File: src/rtl/writeback_stage.sv
// MIPS writeback stage: MEM/WB pipeline register, load-data formatting,
// register-file write port, halt tracking and retired-instruction counter.
module writeback_stage #(
    parameter int unsigned NB_DATA     = 32,
    parameter int unsigned NB_ADDR     = 5,
    parameter logic [31:0] RETIRED_RST = 32'h0000_0000
) (
    input  logic               clk,
    input  logic               i_rst,
    input  logic               i_valid,
    input  logic               i_flush,
    input  logic [NB_DATA-1:0] i_alu_result,
    input  logic [NB_DATA-1:0] i_mem_rdata,
    input  logic [1:0]         i_byte_offset,
    input  logic [NB_ADDR-1:0] i_wr_reg,
    input  logic               i_regWrite,
    input  logic               i_mem2Reg,
    input  logic [1:0]         i_width,
    input  logic               i_sign_flag,
    input  logic               i_halt,
    output logic               o_we,
    output logic [NB_ADDR-1:0] o_wr_addr,
    output logic [NB_DATA-1:0] o_wr_data,
    output logic               o_halted,
    output logic [31:0]        o_retired
);

    localparam int unsigned NB_BYTE = 8;
    localparam int unsigned NB_HALF = 16;

    typedef enum logic {
        ST_RUN    = 1'b0,
        ST_HALTED = 1'b1
    } state_t;

    state_t              r_state;
    state_t              w_state_next;

    logic                r_valid;
    logic                r_regwrite;
    logic [NB_ADDR-1:0]  r_wr_reg;
    logic                r_mem2reg;
    logic [1:0]          r_width;
    logic                r_sign;
    logic [1:0]          r_offset;
    logic [NB_DATA-1:0]  r_alu_result;
    logic [NB_DATA-1:0]  r_mem_rdata;
    logic                r_halt;
    logic [31:0]         r_retired;

    logic [NB_BYTE-1:0]  w_byte;
    logic [NB_HALF-1:0]  w_half;
    logic [NB_DATA-1:0]  w_load;
    logic                w_we;
    logic                w_halted;

    // MEM/WB register: frozen while halted, flush loads a bubble
    always_ff @(posedge clk) begin
        if (i_rst || (r_state == ST_RUN && i_flush)) begin
            r_valid      <= 1'b0;
            r_regwrite   <= 1'b0;
            r_wr_reg     <= '0;
            r_mem2reg    <= 1'b0;
            r_width      <= 2'b00;
            r_sign       <= 1'b0;
            r_offset     <= 2'b00;
            r_alu_result <= '0;
            r_mem_rdata  <= '0;
            r_halt       <= 1'b0;
        end else if (r_state == ST_RUN) begin
            r_valid      <= i_valid;
            r_regwrite   <= i_regWrite;
            r_wr_reg     <= i_wr_reg;
            r_mem2reg    <= i_mem2Reg;
            r_width      <= i_width;
            r_sign       <= i_sign_flag;
            r_offset     <= i_byte_offset;
            r_alu_result <= i_alu_result;
            r_mem_rdata  <= i_mem_rdata;
            r_halt       <= i_halt;
        end
    end

    // Retired counter, saturating
    always_ff @(posedge clk) begin
        if (i_rst) begin
            r_retired <= RETIRED_RST;
        end else if (r_valid && r_state == ST_RUN && r_retired != 32'hFFFF_FFFF) begin
            r_retired <= 32'(r_retired + 32'd1);
        end
    end

    // FSM state register
    always_ff @(posedge clk) begin
        if (i_rst) begin
            r_state <= ST_RUN;
        end else begin
            r_state <= w_state_next;
        end
    end

    // FSM next state: HALTED is left only through reset
    always_comb begin
        w_state_next = r_state;
        if (r_state == ST_RUN && r_valid && r_halt) begin
            w_state_next = ST_HALTED;
        end
    end

    // FSM outputs
    always_comb begin
        w_we     = 1'b0;
        w_halted = 1'b0;
        case (r_state)
            ST_RUN:    w_we     = r_valid & r_regwrite & (r_wr_reg != '0);
            ST_HALTED: w_halted = 1'b1;
            default:   w_halted = 1'b0;
        endcase
    end

    // Little-endian lane select and extension of the registered load word
    always_comb begin
        w_byte = r_mem_rdata[7:0];
        case (r_offset)
            2'd0:    w_byte = r_mem_rdata[7:0];
            2'd1:    w_byte = r_mem_rdata[15:8];
            2'd2:    w_byte = r_mem_rdata[23:16];
            default: w_byte = r_mem_rdata[31:24];
        endcase
        w_half = r_offset[1] ? r_mem_rdata[31:16] : r_mem_rdata[15:0];
        w_load = r_mem_rdata;
        case (r_width)
            2'b00:   w_load = {{(NB_DATA-NB_BYTE){r_sign & w_byte[NB_BYTE-1]}}, w_byte};
            2'b01:   w_load = {{(NB_DATA-NB_HALF){r_sign & w_half[NB_HALF-1]}}, w_half};
            default: w_load = r_mem_rdata;
        endcase
    end

    assign o_we      = w_we;
    assign o_halted  = w_halted;
    assign o_wr_addr = r_wr_reg;
    assign o_wr_data = r_mem2reg ? w_load : r_alu_result;
    assign o_retired = r_retired;

endmodule

File: config.mk
export PLATFORM = sky130hd
export DESIGN_NAME = writeback_stage
export DESIGN_NICKNAME = d
export VERILOG_FILES = /design/src/rtl/writeback_stage.sv
export SDC_FILE = /design/constraint.sdc
export NUM_CORES = 1
export LEC_CHECK = 0
export CAP_MARGIN = 20
export CORE_MARGIN = 2
export CORE_UTILIZATION = 39
export DETAILED_ROUTE_END_ITERATION = 7
export PLACE_DENSITY = 0.72
export REMOVE_ABC_BUFFERS = 1
export SLEW_MARGIN = 20
export SYNTH_ARGS = -nofsm -noshare
export SYNTH_HDL_FRONTEND = slang
export SYNTH_SLANG_ARGS = --single-unit
File: constraint.sdc
create_clock -name clk -period 2.55 [get_ports clk]
set_clock_uncertainty 0.05 [all_clocks]
set_input_delay 0.3825 -clock clk [delete_from_list [all_inputs] [get_ports clk]]
set_output_delay 0.3825 -clock clk [all_outputs]
set_load 0.005 [all_outputs]
# Word-level counts from Yosys, hierarchy flattened
# Index checks and enable logic that the tools add are counted.
# Widths: inputs -> output; s select.
# word_totals
reg_bits	111
word_cells	36
output_inout_bits	71
# op_classes
n_eq_ne	4
bitwise_logic	5
add_sub_neg	1
reduce_logical	8
n_mux	6
# ops
op	n
$pmux 32 s2	1
$add 32x1->32 const B	1
$mux 32	1
$ne 32x32->1 const B	1
$pmux 8 s3	1
$mux 16	1
$reduce_bool 5->1	1
$and 1x1->1	4
$eq 2x1->1 const B	2
$logic_and 1x1->1	4
$logic_not 2->1	2
$eq 2x2->1 const B	1
$mux 1	2
$logic_or 1x1->1	1
$not 1->1	1

# Longest topological paths before layout
# depth
depth_word	5
depth_mapped	8

# Worst setup path after synthesis
# Ideal clock, no wire load.
# synth_path
path_type	register -> output
start	register r_offset[0]
end	output port o_wr_data[15]
stages_incl_launch_ff	5
path_buffers	0
slack_ns	0.492
t_arrival_ns	1.626
path_cell_list	dfxtp_1 -> mux4_2 -> a41oi_1 -> o211ai_1 -> o21a_1
# synth_via
elab_chain_len	5
word_cells_on_any_way	7
# synth_rtl
item	line	text
start, declared	45	logic [1:0] r_offset;
start signal, assigned	77	r_offset <= i_byte_offset;
$eq 2x2->1 (tied with other cells)	124	case (r_offset)
$pmux 8 s3 *	124	
$and 1x1->1 *	133	2'b00: w_load = {{(NB_DATA-NB_BYTE){r_sign & w_byte[NB_BYTE-1]}}, w_byte};
$pmux 32 s2 *	132	case (r_width)
$mux 32 *	142	assign o_wr_data = r_mem2reg ? w_load : r_alu_result;
end, declared	23	output logic [NB_DATA-1:0] o_wr_data,
# Every way passes the cells marked *; elsewhere a longest branch is shown, timed or not.

# Worst setup path in the final report
# layout_path
start	register r_offset[0]
end	output port o_wr_data[28]
# Same word-level chain as after synthesis.

==> results.yml <==
logic_synthesis:
  synth_seq_area_share_pct: 41.8
  synthDominantCellAreaShare_pct: 41.8
  synth_area_leader_cell: "dfxtp_1"
  yosysUniqueCellTypes: 49
  synth_ff_type: "dfxtp_1"
  total_of_flip_flops_plus_latches_after_synthesis: 111
  synth.avg_cell_area_um2: 8.66
  count_of_flip_flops_with_a_built_in_enable_after_synthesis: 0
  synthTopCellsByArea: "dfxtp_1, mux2i_1, nor2_1"
  synth_area_mm2: 0.00532
  synth-async-reset-ratio_pct: 0
  yosysWarnings: 0
  synthesis.instances: 614
final_layout:
  diodes: 0
  fraction_of_layout_instances_using_a_drive_strength_above_1_pct: 11.1
  design_area_mm2: 0.00746
  final_core_util_pct: 56.1
  final_cell_count_without_fillers: 941
  area.growth.synth_to_final_pct: 40.3
  number_of_nets_in_the_finished_design: 843
die:
  std_cell_rows: 42
  core_outline_area_mm2: 0.0133
  die_h_um: 121
  design.die.area_mm2: 0.0146
  die_w_um: 121
  initial_core_util_pct: 40.0
  io_pins: 152
setup_path:
  rrSetupSlack_ps: 240
  critical_path.n_buffers_inverters: 3
  critical-path-max-stage-delay_ps: 560
  cpMaxStageDelayCell: "mux4_2"
  critPathLaunchType: "flop"
  path_max_fanout: 4
  critPathArrivalTime_ps: 2080
  required_ps: 2120
  worstSetupPathType: "reg2out"
  timing.reg2reg.worst_path_depth: 7
  crit_path_end_kind: "output pin"
  worstPathCellList: "mux4_2 -> nand2_4 -> a21oi_4 -> buf_6 -> buf_6 -> a221o_1 -> buf_2"
  timing.critical_path.mode_cell: "buf_6"
  rr_endpoint: "o_retired[7]"
  timing.critical_path.max_delay_family: "multiplexers"
  rr_startpoint: "o_retired[0]"
timing:
  timing.final.crit_period_ps: 2510
  final_min_period_over_clock_period_pct: 98.5
  drv_slew: 0
  timing.slew.headroom_pct: 63.7
  worst_setup_slack_final_ps: 37.6
  maxClockFrequency_mhz: 398
  finalSetupViolations: 0
  tightestPinTransition_ps: 544
  hold_violations: 0
  setup-tns-final_ps: 0
  unrepaired_setup_endpoints_after_global_routing: "true"
place:
  placed_cell_area_mm2: 0.00708
  gp_routability_congestion: 0.894
  post-dp-hpwl_um: 10700
  port_buffers: 151
  dpl_worst_slack_ps: 98.3
  dp_cells: 918
clocking:
  cts_root_buffer: "clkbuf_16"
  cts.clk_slew.worst_paths_ps: 70
  cts_hold_repair.buffers: 0
  clock_sinks: 111
  cts_inserted_buffers: 9
  tritoncts: "done"
  worst_skew_pair_later_pin_latency_ps: 350
  cts.htree.levels: 3
  ctsLongestPathBuffers: 2
drt:
  final_antenna_net_count: 0
  routed-via-count: 5065
  detail_route.first_pass.iterations: 4
  post_drt_via_cell_ratio: 5.38
  drt-initial-drc-count: 415
  post-route-drc-count: 0
  wire_per_inst_um: 16.0
  wl_um: 15000
pwr:
  power_density_mw_per_mm2: 498
  vdd_drop_max_mv: 0.331
  p_leak_nw: 2.63
run:
  max_cap_viol_count: 0
min_path:
  hold_path_depth: 2
  worst_hold_path_type: "reg2reg"
  worstHoldStart: "r_alu_result[0]"
  worst_hold_path.endpoint: "r_alu_result[0]"
global_routing:
  globalRouteTotalUtil_pct: 20.4
  wire_length_of_the_first_global_routing_pass_um: 23700
  grt_overflow_total: 0
  pin_count_of_the_biggest_net_entering_global_routing: 79
  grt_antenna_before_repair: 0
  vias_in_the_first_global_route: 4742
status:
  status: "finished clean"
worst max-delay path by stage:
stage                           start            end  slack, ps  cells after the start
final                     r_offset[0]  o_wr_data[28]         40                      7
after global routing      r_offset[0]  o_wr_data[29]        -30                      7
after CTS                 r_offset[1]   o_wr_data[8]        -20                      7
after detailed placement  r_offset[0]  o_wr_data[27]        100                      6
after global placement    r_offset[0]  o_wr_data[27]        150                      6
after floorplan               r_state  o_retired[29]      -1910                      5
cell families (layout without fill, tap and decap cells):
logic type,after synthesis,in the layout,share of synthesized area (%)
simple gates,235,235,21.2
compound gates,117,117,15.0
flops,111,111,41.8
mux,86,86,16.6
buf+inv,61,212,4.71
xor+xnor,3,3,0.494
fa+ha+maj,1,1,0.235
cells in the mapped netlist, drive strengths merged, types with 8 or more instances:
master,count
dfxtp,111
nand3,18
mux2i,80
a21oi,33
or3,16
nor2,102
nand2,43
o21ai,30
o31ai,8
a221o,15
or4,8
buf,14
clkbuf,32
inv,14
nand4,11
where the power goes:
group | total (mW) | internal (mW) | switching (mW)
Combinational | 0.445 | 0.262 | 0.183
Clock | 1.43 | 0.809 | 0.620
Sequential | 1.84 | 1.79 | 0.0498
Total | 3.71 | 2.86 | 0.853
metrics by stage:
stage	hold WS [ps]	power [mW]
6_report	450	3.71
5_1_grt	486	3.87
4_1_cts	452	3.75
3_5_place_dp	438	2.32
3_3_place_gp	415	2.31
2_1_floorplan	402	2.04
cell usage in the layout (no fill, tap or decap), types with 5 or more instances in the layout:
cell               n
nand3_1           18
o221ai_1           7
nor2_1           102
dfxtp_1          106
mux2i_1           80
o31ai_1            8
and3_1             5
nand4_1           11
and4_1             6
and2_1             5
o22a_1             6
or4_1              8
nand2_1           41
clkdlybuf4s50_1  124
or3_1             16
clkbuf_2          10
buf_6              8
buf_4             19
a21oi_1           32
clkdlybuf4s15_1    7
a22oi_1            7
a221o_1           15
o21ai_0           24
clkbuf_16          9
o21ai_1            6
inv_1             14
per-layer routing:
layer  global-route usage, %  part of all wire (%)
met4                    6.76                   2.0
met2                    33.3                    48
met1                    24.8                    43
met5                       0                     0
met3                    7.78                   7.8
worst register-to-register path, delay by kind of cell (launching register included):
family | cells | cell delay (ps)
flip-flops | 1 | 430
AND/OR/NAND/NOR | 4 | 1010
multiplexers | 1 | 290
buffers and inverters | 1 | 210
adder cells (fa/ha/maj) | 1 | 220
state kept, by name (all words and copies together) (netlist names), 2 cells and up:
name and flops:
o_retired 32, r_alu_result 32, r_mem_rdata 32, o_wr_addr 5
r_offset 2, r_width 2
area by class of cell:
type | instances | area (um2)
fillers | 1148 | 5830
multi-input cells | 442 | 2890
flip-flops and latches | 111 | 2230
repair buffers | 182 | 1760
clock buffers | 12 | 256
well taps | 176 | 220
inverters | 15 | 57.6
clock inverters | 3 | 42.5
repair_timing:
item                                    in CTS  in global routing
gates resized for setup                     63                 37
hold endpoints to repair                     0                  0
buffers inserted                             5                  2
endpoints found under the setup margin      32                 28
cloned                                       1                  0
pin swaps                                    2                  2
No activity file was read; power rests on OpenSTA's default activity.
==> RTL change 1 (config.mk and constraints unchanged) <==
Register the outputs `o_we`, `o_wr_data` and `o_halted`, with the module's reset; this adds one clock of latency there. The other outputs are not delayed to match.
--- a/src/rtl/writeback_stage.sv
+++ b/src/rtl/writeback_stage.sv
@@ -136,10 +136,18 @@
         endcase
     end
 
-    assign o_we      = w_we;
-    assign o_halted  = w_halted;
+    always_ff @(posedge clk) begin
+        if (i_rst) begin
+            o_we      <= '0;
+            o_wr_data <= '0;
+            o_halted  <= '0;
+        end else begin
+            o_we      <= w_we;
+            o_wr_data <= r_mem2reg ? w_load : r_alu_result;
+            o_halted  <= w_halted;
+        end
+    end
     assign o_wr_addr = r_wr_reg;
-    assign o_wr_data = r_mem2reg ? w_load : r_alu_result;
     assign o_retired = r_retired;
 
 endmodule
Behaviour: not the same (a bounded check fails within 4 cycles, from zero or initial values and one cycle with i_rst high).
==> RTL change 1 against the unedited design <==
Routed wire length is 6.0% higher; worst setup slack better by 0.20 ns; global-route usage is 0.57 points lower; cell area is 13% higher; hold slack worse by 0.039 ns; synthesized area is 14% higher; synthesized cell count is 8.5% higher; power is 48% higher; highest routed layer unchanged; sequential cell count is 34 higher; first-iteration DRC count is 25% lower.
==> RTL change 1: results <==
metrics = {
    "synthesis": {
        "synth.distinct_cells": 51,
        "netlist_top_cells_area": "dfxtp_1, mux2i_1, nor2_1",
        "synth_common_cells": "dfxtp_1, nor2_1, mux2i_1, nand2_1",
        "synth-seq-area-share_pct": 47.70,
        "avgSynthCellArea_um2": 9.138,
    },
    "placed_design": {
        "hpwlAfterDp_um": 10820,
        "place_area_um2": 7776,
        "gp_congestion": 0.7955,
    },
    "cts": {
        "post_cts_resized": 0,
        "htreeDepth": 4,
        "post-cts-setup-buffers": 0,
        "clk_latency_ns": 0.42,
        "cts_buffers": 17,
    },
    "cells_and_area": {
        "comb.multi_input.count": 461,
        "n_all_buffers": 163,
        "inv_count": 16,
        "multi_input_area_share_pct": 34.93,
        "layout.nonclk_buf_share_pct": 19.41,
        "final_nets": 886,
        "final_cells": 1005,
        "drive_above_1_share_pct": 7.956,
        "n_clock_buffer": 21,
        "clk_share_pct": 7.625,
    },
    "drt": {
        "wl_per_cell_um": 15.83,
        "via_per_inst": 5.239,
        "first_iter_violations": 310,
    },
    "power": {
        "power_leakage_nw": 2.832,
        "power_density_nw_per_um2": 653.9,
        "power.ir.vdd_worst_mv": 0.4576,
    },
    "timing": {
        "fin_crit_sh_pct": 90.64,
        "relSlewSlack_pct": 39.80,
    },
    "global_route": {
        "grt_max_degree": 71,
        "grt.total_usage_pct": 19.88,
        "grtUsageMet2_pct": 31.71,
        "met3_usage_pct": 5.322,
        "met1_usage_pct": 26.00,
        "grt_pass1_vias": 5181,
        "grt_pass1_wl_um": 25990,
    },
    "setup_path": {
        "path_delay_family": "simple AND/OR/NAND/NOR gates",
        "timing.rr.end": "o_retired[1]",
        "worstSetupPathType": "reg2reg",
        "slowest_delay_ns": 0.58,
        "worst_path_max_delay_cell": "or4_4",
    },
    "outcome": {
        "status": "finished, final reports clean",
    },
    "min_path": {
        "min_from": "i_rst",
        "hold_path.class": "in2reg",
    },
    "floorplanning": {
        "num_rows": 45,
    },
}
[RTL change 1: cell count changes after synthesis, sizes merged, moves of 8 or more]
cell and delta:
a211oi +34, a221o -15, dfxtp +34, nor2 +24, nor3 +9, nand2 -8
[RTL change 1: power by group]
group          total [mW]  internal (mW)  switching, mW
sequential           2.40           2.35         0.0525
clock                2.66           1.68          0.975
combinational       0.448          0.257          0.191
total                5.50           4.28           1.22
[RTL change 1: cells by family after synthesis]
logic type / Yosys count / synth area share, %
compound gates: 118 / 13.01
buf+inv: 60 / 4.112
simple gates: 242 / 18.54
xor+xnor: 10 / 1.439
fa+ha+maj: 1 / 0.2056
mux: 90 / 14.99
flops: 145 / 47.70
[RTL change 1: metal layers]
layer  up-vias  share of wire [%]
li1       2632                  -
met4         0                1.4
met3        16                6.6
met2       148                 46
met5         -                  0
met1      2469                 46
==> RTL change 2 (same settings) <==
Made on the original files. The parameter `NB_ADDR` goes from 5 to 4.
--- a/src/rtl/writeback_stage.sv
+++ b/src/rtl/writeback_stage.sv
@@ -2,7 +2,7 @@
 // register-file write port, halt tracking and retired-instruction counter.
 module writeback_stage #(
     parameter int unsigned NB_DATA     = 32,
-    parameter int unsigned NB_ADDR     = 5,
+    parameter int unsigned NB_ADDR     = 4,
     parameter logic [31:0] RETIRED_RST = 32'h0000_0000
 ) (
     input  logic               clk,
Interface: changed (resized i_wr_reg and o_wr_addr); port bits go from 152 to 150. No check against the original RTL was run, so the function may have changed too.
==> RTL change 2 against the unedited design <==
The flow now finishes with violations (setup timing); routed wire length grew 3.9%; maximum frequency shrank 2.0%; worst setup slack lost 0.052 ns; hold slack lost 0.0045 ns; utilization grew 0.17 points; critical path depth is the same; sequential cell count shrank 1; final cell count grew 2.3%; power shrank 2.3%; cell area grew 0.30%; register-to-register slack gained 0.13 ns; synthesized area grew 0.31%.
==> RTL change 2: results <==
metrics = {
    "outcome": {
        "status": "finished with violations",
        "violations": "setup timing",
    },
    "synthesis": {
        "synth.distinct_cells": 50,
        "netlist_top_cells_area": "dfxtp_1, mux2i_1, nor2_1",
        "avgSynthCellArea_um2": 8.295,
        "ys_ff_latch": 110,
        "synth-seq-area-share_pct": 41.29,
        "synth_common_cells": "nor2_1, dfxtp_1, mux2i_1, a21oi_1, nand2_1",
    },
    "drt": {
        "routed_wl_um": 15600,
        "wl_met2_um": 7665,
        "wl_met3_um": 774,
        "via_per_inst": 5.434,
        "first_iter_violations": 330,
        "wl_per_cell_um": 16.20,
        "wl_met1_um": 6901,
    },
    "setup_path": {
        "rrSetupSlack_ns": 0.37,
        "reg2regPathDepth": 5,
        "slowest_delay_ns": 0.54,
        "timing.rr.end": "o_retired[27]",
        "crit_path_max_fanout": 8,
        "reg2reg_from": "o_retired[5]",
        "cp_data_arrival_time_ns": 2.13,
    },
    "min_path": {
        "min_from": "r_alu_result[26]",
        "whs_endpoint": "r_alu_result[26]",
    },
    "global_route": {
        "grt_max_degree": 82,
        "grt_pass1_wl_um": 24500,
        "met1_usage_pct": 27.84,
        "grt_pass1_vias": 4911,
        "grt.total_usage_pct": 20.73,
        "antenna_found_initial": 0,
    },
    "cells_and_area": {
        "inv_count": 20,
        "final_nets": 863,
        "layout.nonclk_buf_share_pct": 22.63,
        "clk_share_pct": 3.711,
        "multi_input_area_share_pct": 40.09,
        "seq_area_um2": 2217,
        "comb.multi_input.count": 467,
        "drive_above_1_share_pct": 11.44,
        "nFillCells": 1212,
        "diodes": 0,
        "n_all_buffers": 174,
    },
    "power": {
        "combinationalPowerShare_pct": 12.8,
        "p_sw_mw": 0.8929,
        "power_mw": 3.627,
        "power_leakage_nw": 2.579,
        "power.ir.vdd_worst_mv": 0.3228,
    },
    "placed_design": {
        "portBuffers": 149,
        "hpwlAfterDp_um": 10590,
        "place_inst": 939,
    },
    "timing": {
        "setup_viol": 1,
        "postLayoutSetupSlackWorst_ns": -0.01446,
        "worstMarginPinSlew_ns": 0.7777,
    },
    "cts": {
        "clockBufferDepth": 2,
    },
}
==> RTL change 2: cell types whose count changed after synthesis, moves of 8 or more <==
cell     unedited run  this run
nand2_1            43        53
o31ai_1             8        17
or4_1               8        18
a21oi_1            33        55
nor2_1            102       112
a221o_1            15         0
buf_1               3        11
==> RTL change 2: how the worst max path moves through the flow <==
stage                 from            end  slack (ns)  cells after the start
5_1_grt        r_offset[0]   o_wr_data[8]       -0.09                      7
3_3_place_gp   r_offset[1]   o_wr_data[8]        0.15                      6
4_1_cts        r_offset[0]  o_wr_data[15]       -0.07                      6
6_report       r_offset[0]   o_wr_data[8]       -0.01                      7
2_1_floorplan      r_state   o_wr_addr[0]       -3.16                      2
3_5_place_dp   r_offset[1]  o_wr_data[10]        0.10                      6
==> RTL change 2: repair_timing <==
item                                    in CTS  in global routing
endpoints found under the setup margin      32                 27
cloned                                       1                  0
resized for setup                           57                 40
buffers inserted                             5                  4
pin swaps                                    2                  5
hold buffers                                 0                  0
==> RTL change 2: stage by stage <==
stage / util, % / hold WS, ns / area (um2) / setup TNS [ns] / worst slack (ns)
3_5_place_dp: 52.90 / 0.4357 / 7033 / 0 / 0.1016
6_report: 56.30 / 0.4457 / 7485 / -0.01446 / -0.01446
3_3_place_gp: 52.90 / 0.4160 / 7033 / 0 / 0.1483
2_1_floorplan: - / 0.4016 / 5134 / -293.11 / -3.161
5_1_grt: 56.30 / 0.4757 / 7485 / -0.1288 / -0.08575
4_1_cts: 55.92 / 0.4532 / 7435 / -0.3477 / -0.07401
==> RTL change 2: cells by family after synthesis <==
family	share of synthesized area, %
and+or+nand+nor	23.50
AOI/OAI and AO/OA	14.73
muxes	15.08
adders and majority gates	0.2345
buffers and inverters	5.161
DFF	41.29
